--- src/rtl/score_digit_sequencer_if.sv ---
// Score/digit handshake bundle between the score counter (master) and the digit sequencer (slave).
interface score_digit_sequencer_if #(
    parameter int BIN_W  = 14,
    parameter int DIGITS = 4
) ();
    logic                  score_valid;
    logic [BIN_W-1:0]      score;
    logic                  score_ready;
    logic [4*DIGITS-1:0]   digit_values;
    logic                  overflow;
    logic                  done;

    modport master (
        output score_valid,
        output score,
        input  score_ready,
        input  digit_values,
        input  overflow,
        input  done
    );

    modport slave (
        input  score_valid,
        input  score,
        output score_ready,
        output digit_values,
        output overflow,
        output done
    );
endinterface

--- src/rtl/score_digit_sequencer.sv ---
// Sequential double-dabble binary-to-BCD converter feeding the HEX digit decoders.
// Optional leading-zero blanking of upper digits: define SCORE_LEADING_ZERO_BLANK_EN.
module score_digit_sequencer #(
    parameter int BIN_W  = 14,
    parameter int DIGITS = 4
) (
    input  logic                      clk,
    input  logic                      reset,
    score_digit_sequencer_if.slave    bus
);

    localparam int BCD_W = 4 * DIGITS;
    localparam int CNT_W = $clog2(BIN_W + 1);

    function automatic logic [63:0] max_value(input int n);
        logic [63:0] p;
        p = 64'd1;
        for (int i = 0; i < n; i++) begin
            p = p * 64'd10;
        end
        return p - 64'd1;
    endfunction

    localparam logic [63:0] SAT_MAX = max_value(DIGITS);

    function automatic logic is_over(input logic [BIN_W-1:0] v);
        return 64'(v) > SAT_MAX;
    endfunction

    function automatic logic [BIN_W-1:0] saturate(input logic [BIN_W-1:0] v);
        if (is_over(v)) begin
            return SAT_MAX[BIN_W-1:0];
        end
        return v;
    endfunction

    // Double-dabble correction: any nibble that would reach 10+ after the shift is pre-biased by 3.
    function automatic logic [BCD_W-1:0] add3(input logic [BCD_W-1:0] b);
        logic [BCD_W-1:0] r;
        logic [3:0]       nib;
        r = b;
        for (int i = 0; i < DIGITS; i++) begin
            nib = b[4*i +: 4];
            if (nib >= 4'd5) begin
                r[4*i +: 4] = nib + 4'd3;
            end
        end
        return r;
    endfunction

    function automatic logic [BCD_W-1:0] publish(input logic [BCD_W-1:0] b);
`ifdef SCORE_LEADING_ZERO_BLANK_EN
        logic [BCD_W-1:0] r;
        logic             lead;
        r    = b;
        lead = 1'b1;
        for (int i = DIGITS - 1; i >= 1; i--) begin
            if (lead && (b[4*i +: 4] == 4'h0)) begin
                r[4*i +: 4] = 4'hF;
            end else begin
                lead = 1'b0;
            end
        end
        return r;
`else
        return b;
`endif
    endfunction

    function automatic logic [BCD_W-1:0] reset_digits();
        logic [BCD_W-1:0] r;
        r = '0;
`ifdef SCORE_LEADING_ZERO_BLANK_EN
        for (int i = 1; i < DIGITS; i++) begin
            r[4*i +: 4] = 4'hF;
        end
`endif
        return r;
    endfunction

    localparam logic [BCD_W-1:0] RST_DIGITS = reset_digits();

    typedef enum logic [1:0] {
        IDLE    = 2'd0,
        CONVERT = 2'd1,
        PUBLISH = 2'd2
    } state_t;

    state_t            state_q;
    state_t            state_d;
    logic              ready;
    logic [CNT_W-1:0]  cnt_q;
    logic              ovf_q;
    logic [BIN_W-1:0]  bin_q;
    logic [BCD_W-1:0]  bcd_q;
    logic [BCD_W-1:0]  digits_q;
    logic              overflow_q;
    logic              done_q;
    logic              accept;

    assign accept = (state_q == IDLE) && bus.score_valid;

    always_comb begin
        state_d = state_q;
        ready   = 1'b0;
        case (state_q)
            IDLE: begin
                ready = 1'b1;
                if (bus.score_valid) begin
                    state_d = CONVERT;
                end
            end
            CONVERT: begin
                if (cnt_q == CNT_W'(1)) begin
                    state_d = PUBLISH;
                end
            end
            PUBLISH: begin
                state_d = IDLE;
            end
            default: begin
                state_d = IDLE;
            end
        endcase
    end

    always_ff @(posedge clk) begin
        if (reset) begin
            state_q    <= IDLE;
            cnt_q      <= '0;
            ovf_q      <= 1'b0;
            digits_q   <= RST_DIGITS;
            overflow_q <= 1'b0;
            done_q     <= 1'b0;
        end else begin
            state_q <= state_d;
            done_q  <= 1'b0;
            case (state_q)
                IDLE: begin
                    if (bus.score_valid) begin
                        cnt_q <= CNT_W'(BIN_W);
                        ovf_q <= is_over(bus.score);
                    end
                end
                CONVERT: begin
                    cnt_q <= cnt_q - CNT_W'(1);
                end
                PUBLISH: begin
                    digits_q   <= publish(bcd_q);
                    overflow_q <= ovf_q;
                    done_q     <= 1'b1;
                end
                default: begin
                end
            endcase
        end
    end

    // Shift datapath: carries no reset, it is always reloaded on the accepting edge.
    always_ff @(posedge clk) begin
        if (accept) begin
            bin_q <= saturate(bus.score);
            bcd_q <= '0;
        end else if (state_q == CONVERT) begin
            {bcd_q, bin_q} <= {add3(bcd_q), bin_q} << 1;
        end
    end

    assign bus.score_ready  = ready;
    assign bus.digit_values = digits_q;
    assign bus.overflow     = overflow_q;
    assign bus.done         = done_q;

endmodule

--- src/flat_wrapper.sv ---
// flat-port wrapper written by rule: the top's interface ports become plain ports
module score_digit_sequencer_flat 
#(
    parameter int BIN_W  = 14,
    parameter int DIGITS = 4
)
  (clk, reset, bus_score_valid, bus_score, bus_score_ready, bus_digit_values, bus_overflow, bus_done);
  score_digit_sequencer_if #(.BIN_W(BIN_W), .DIGITS(DIGITS)) bus_i ();
  input  logic clk;
  input  logic reset;
  input wire logic [$bits(bus_i.score_valid)-1:0] bus_score_valid;
  input wire logic [$bits(bus_i.score)-1:0] bus_score;
  output wire logic [$bits(bus_i.score_ready)-1:0] bus_score_ready;
  output wire logic [$bits(bus_i.digit_values)-1:0] bus_digit_values;
  output wire logic [$bits(bus_i.overflow)-1:0] bus_overflow;
  output wire logic [$bits(bus_i.done)-1:0] bus_done;
  assign bus_i.score_valid = bus_score_valid;
  assign bus_i.score = bus_score;
  assign bus_score_ready = bus_i.score_ready;
  assign bus_digit_values = bus_i.digit_values;
  assign bus_overflow = bus_i.overflow;
  assign bus_done = bus_i.done;
  score_digit_sequencer #(.BIN_W(BIN_W), .DIGITS(DIGITS)) u_core (.clk(clk), .reset(reset), .bus(bus_i));
endmodule
--- config.mk ---
export PLATFORM = sky130hd
export DESIGN_NAME = score_digit_sequencer_flat
export DESIGN_NICKNAME = d
export VERILOG_FILES = /design/src/rtl/score_digit_sequencer_if.sv /design/src/rtl/score_digit_sequencer.sv /design/src/flat_wrapper.sv
export SDC_FILE = /design/constraint.sdc
export NUM_CORES = 1
export LEC_CHECK = 0
export CAP_MARGIN = 20
export CORE_MARGIN = 2
export CORE_UTILIZATION = 53
export CTS_CLUSTER_DIAMETER = 150
export DETAILED_ROUTE_END_ITERATION = 8
export MAX_ROUTING_LAYER = met4
export PLACE_DENSITY = 0.78
export SYNTH_ARGS = -nofsm -noshare
export SYNTH_HDL_FRONTEND = slang
export SYNTH_SLANG_ARGS = --single-unit
--- constraint.sdc ---
create_clock -name clk -period 1.6 [get_ports clk]
set_input_delay 0.16 -clock clk [delete_from_list [all_inputs] [get_ports clk]]
set_output_delay 0.16 -clock clk [all_outputs]
set_load 0.005 [all_outputs]
---- After elaboration in Yosys (flattened, before gate mapping) ----
Cells that the tools add are included.
W data, S select, Z words.
storage, ports and cells
  logic and storage cells ................. 47
  register bits ........................... 55
  bits of input ports ..................... 17
operators by class
  mux-type cells .......................... 17
  equal/unequal tests ..................... 5
  $lt $le $gt $ge ......................... 5
  add/subtract/negate cells ............... 5
  reduce and logical (&&, ||, !) cells .... 7
operators with widths
  operator                number
  $mux W14                4
  $ge A4 B3 Y1 const B    4
  $mux W4                 4
  $gt A14 B14 Y1 const B  1
  $add A4 B2 Y4 const B   3
  $pmux W4 S2             1
  $reduce_and A2 Y1       3
  $eq A4 B1 Y1 const B    1
  $mux W1                 4
  $mux W2                 2
  $pmux W2 S2             1
  $reduce_bool A2 Y1      2
  $sub A4 B1 Y4 const B   1
  $add A3 B2 Y3 const B   1
  $mux W3                 1
  $eq A2 B1 Y1 const B    1
  $eq A2 B2 Y1 const B    1
  $logic_not A2 Y1        1
  $ne A2 B1 Y1 const B    1
  $ne A2 B2 Y1 const B    1
  $logic_and A1 B1 Y1     1

---- Depth between registers and ports, before layout ----
  depth after elaboration ................. 5
  gate-level depth with buffers ........... 6
  gate-level depth less buffers ........... 6

---- Worst setup path before layout ----
Ideal clock, no wire load.
  path kind ............................... flip-flop to flip-flop
  start ................................... register u_core.state_q[1]
  end ..................................... register u_core.bin_q[0], enable pin
  stages on the path, launching flop included .. 5
  path buffers ............................ 2
  arrival ................................. 1.111 ns
  slack ................................... 0.128 ns
  data required time ...................... 1.239 ns
  path through ............................ dfxtp_1 -> nand2b_1 -> buf_2 -> buf_2 -> nand2_1
on the way
  longest elaborated chain between the ends .. 3
ends and longest elaborated chain
  element                                line                          source
  start: declaration                     score_digit_sequencer.sv:89   state_t state_q;
  start signal: assignment               score_digit_sequencer.sv:136  state_q <= state_d;
  $logic_not A2 Y1                       score_digit_sequencer.sv:101  assign accept = (state_q == IDLE) && bus.score_valid;
  $logic_and A1 B1 Y1                    score_digit_sequencer.sv:101
  $reduce_bool A2 Y1 (no source line) *  -
  end signal: assignment                 score_digit_sequencer.sv:162  bin_q <= saturate(bus.score);
  end signal: assignment                 score_digit_sequencer.sv:165  {bcd_q, bin_q} <= {add3(bcd_q), bin_q} << 1;
  end: declaration                       score_digit_sequencer.sv:94   logic [BIN_W-1:0] bin_q;
Mark *: on every way between the ends. The rest lies on a longest branch, timed or not.
A chain may end at the register's enable or synchronous reset.

---- Final worst setup path ----
  start ................................... register u_core.bcd_q[9]
  end ..................................... register u_core.bcd_q[10]
on the way
  longest elaborated chain between the ends .. 2
ends and longest elaborated chain
  element                                        line                                                      source
  start: declaration                             score_digit_sequencer.sv:95                               logic [BCD_W-1:0] bcd_q;
  start signal: assignment                       score_digit_sequencer.sv:165
  $add A4 B2 Y4 or $ge A4 B3 Y1 (tied branches)  score_digit_sequencer.sv:45, score_digit_sequencer.sv:44
  $mux W4 *                                      score_digit_sequencer.sv:44                               if (nib >= 4'd5) begin
Marks and branches as above.

==> results.cfg <==
[outcome]
status = finished clean

[die]
core.rowCount = 24
die_y_um = 72.1
start_util_pct = 55.7
die_area_mm2 = 0.00520
fp.dieW_um = 72.1
num_io_pins = 36
coreArea_mm2 = 0.00441

[clock_network]
cts_tree = built
clock-sinks = 55
cts_root_buffer = clkbuf_8
clockBufferDepth = 2
cts_buffers = 5
cts_hold_buf = 0
cts_resized = 0
h-tree-depth = 2
path_clk_slew_ns = 0.09
clk_latency_ns = 0.30
cts_setup_buffers = 0

[setup_path]
cp_max_fo = 4
worstSetupPathType = flip-flop to flip-flop
critPathRequiredTime_ns = 1.84
reg2regPathDepth = 6
startpoint = u_core.bcd_q[9]$_SDFFE_PP0P_
reg2reg_setup_slack_ns = 0.07
crit_path_end_kind = flip-flop
crit_arrival_ns = 1.76
start_kind = flip-flop
reg2reg_from = u_core.bcd_q[9]$_SDFFE_PP0P_

[power]
p_switching_mw = 0.690
peakVddDrop_uv = 510
power_density_mw_per_mm2 = 910
p_int_mw = 2.07
sequentialPowerShare_pct = 57.4
combPwrFrac_pct = 14.7
clkPwrFrac_pct = 27.9
p_leak_nw = 1.11
swShare_pct = 25.0
total_power_mw = 2.76

[placed_design]
port_buffers = 35
dp.cells = 365
place.gp.congestion = 0.832
dp_hpwl_mm = 3.61

[route]
drt_iter0_markers = 117
drt-total-wl_mm = 4.85
num_vias = 2002
ant_nets = 0
viasPerCell = 5.37
dr.pass1.iters = 4
drc = 0
avgRoutedWirePerCell_um = 13.0

[synthesis]
synth-seq-cells = 55
synth_cells = 275
netlist_area_mm2 = 0.00246
syn_avg_cell_area_um2 = 8.94
ys_warn_count = 0
synth_cell_types = 34
ys_seq_area_share_pct = 50.5
syn-num-nets = 302

[cells_and_area]
layout_commonest_cell = nand2_1
mostFrequentLayoutCells = nand2_1 (68), dfxtp_1 (41), clkdlybuf4s50_1 (35)
drive_above_1_share_pct = 12.1
layout.nets = 347
n_antenna_cell = 0
area_growth_pct = 23.5
fin_cells = 373

[timing]
hold_viol = 0
finClkSkew_ns = 0.00738
period_minus_slack_ns = 1.53
slew_headroom_pct = 80.4
finalCritPeriodShare_pct = 95.3
slew_viol_final = 0
setup_violations = 0
max_freq_mhz = 656
worst_pin_slew_ns = 0.291

[global_route]
grt_pass1_wl_mm = 8.40
grt_pass1_vias = 1973
track_usage_pct = 21.0
antenna_found_initial = 0
grt_max_degree = 28
grt-ovfl-total = 0

[hold_path]
hold_path.class = flip-flop to flip-flop
hold_depth = 2
worstHoldStart = u_core.bus.digit_values[5]$_SDFFE_PP0P_

[flow_run]
cap_violations = 0
-- routing by layer --
| layer | global-route usage (%) | routed length (µm) | vias to the layer above |
|---|---|---|---|
| met1 | 24.5 | 2200 | 940 |
| met4 | 7.34 | 33 | 0 |
| met3 | 2.92 | 158 | 4 |
| li1 | - | - | 1026 |
| met5 | - | 0 | - |
| met2 | 36.8 | 2460 | 32 |
-- synth_stat cells --
library cell | instances | share of area, %
nand2_1 | 68 | 10
dfxtp_1 | 41 | 33
a21oi_1 | 28 | 5.7
nand3_1 | 17 | 3.5
edfxtp_1 | 14 | 17
o21ai_0 | 13 | 2.6
ha_1 | 10 | 5.1
inv_1 | 10 | 1.5
nor2_1 | 10 | 1.5
o21ai_1 | 8 | 1.6
buf_2 | 6 | 1.2
buf_4 | 6 | 1.8
nand2b_1 | 6 | 1.5
mux2_2 | 4 | 1.8
nor3_1 | 4 | 0.81
xnor2_1 | 4 | 1.4
o32ai_1 | 3 | 1.1
xor2_1 | 3 | 1.1
a211oi_1 | 2 | 0.61
clkbuf_1 | 2 | 0.31
nand3b_1 | 2 | 0.61
o22a_1 | 2 | 0.71
a211oi_2 | 1 | 0.51
a21boi_0 | 1 | 0.31
a311oi_1 | 1 | 0.36
a311oi_2 | 1 | 0.61
and2b_4 | 1 | 0.41
buf_1 | 1 | 0.15
buf_6 | 1 | 0.46
nand3_2 | 1 | 0.41
nor2b_1 | 1 | 0.25
nor3b_2 | 1 | 0.51
nor4_1 | 1 | 0.25
o31ai_1 | 1 | 0.31
-- final cells by class --
cell class              count  area [µm²]
repair buffers             54         505
fillers                   356        1380
multi-input cells         194        1100
clock inverters             1        5.00
inverters                  10        37.5
flip-flops and latches     55        1240
well taps                  52        65.1
clock buffers               7        86.3
-- per-stage QoR --
step                hold slack (ns)  setup WS [ns]  instance area [µm²]  setup TNS [ns]  util [%]
floorplan                     0.334          0.128                 2460               0         -
global placement              0.425          0.116                 2930               0      66.4
detailed placement            0.449         0.0557                 2930               0      66.4
CTS                           0.464         0.0476                 3020               0      68.5
global route                  0.485        -0.0322                 3040         -0.0322      68.8
finish                        0.460         0.0750                 3040               0      68.8
-- sequential cells by signal, summed over array words and instances, names as in the netlist --
register / cells
u_core.bus.digit_values: 16
u_core.state_q: 2
u_core.ovf_q: 1
u_core.bus.done: 1
u_core.bin_q: 14
u_core.bus.overflow: 1
u_core.bcd_q: 16
u_core.cnt_q: 4
-- worst paths after layout --
| check | end |
|---|---|
| worst max-delay path | u_core.bcd_q[10]$_SDFFE_PP0P_ |
| worst min-delay path | u_core.bus.digit_values[5]$_SDFFE_PP0P_ |
| worst min register to register | u_core.bus.digit_values[5]$_SDFFE_PP0P_ |
| worst max register to register | u_core.bcd_q[10]$_SDFFE_PP0P_ |
-- power groups by stage --
| stage | clock network, mW | registers [mW] | logic, mW |
|---|---|---|---|
| floorplan | 0 | 1.60 | 0.260 |
| global placement | 0 | 1.61 | 0.389 |
| detailed placement | 0 | 1.62 | 0.405 |
| CTS | 0.799 | 1.58 | 0.406 |
| global route | 0.853 | 1.60 | 0.456 |
| finish | 0.772 | 1.58 | 0.406 |
-- cell families (layout without fill, tap and decap cells) --
kind of cell | count (synthesis) | after routing | synth area share [%]
simple gates | 112 | 112 | 20.2
compound gates | 61 | 61 | 14.5
flops | 55 | 55 | 50.5
buf+inv | 26 | 72 | 5.50
fa+ha+maj | 10 | 10 | 5.09
xor+xnor | 7 | 7 | 2.49
mux | 4 | 4 | 1.83
-- worst max-delay path, stage by stage, from the launching register on --
cell and delay (ns):
dfxtp_1 0.38, inv_1 0.09, ha_1 0.17, nand2b_1 0.16, a21oi_2 0.19, mux2_2 0.35
o21ai_1 0.12
Power figures use the tool's default switching activity.
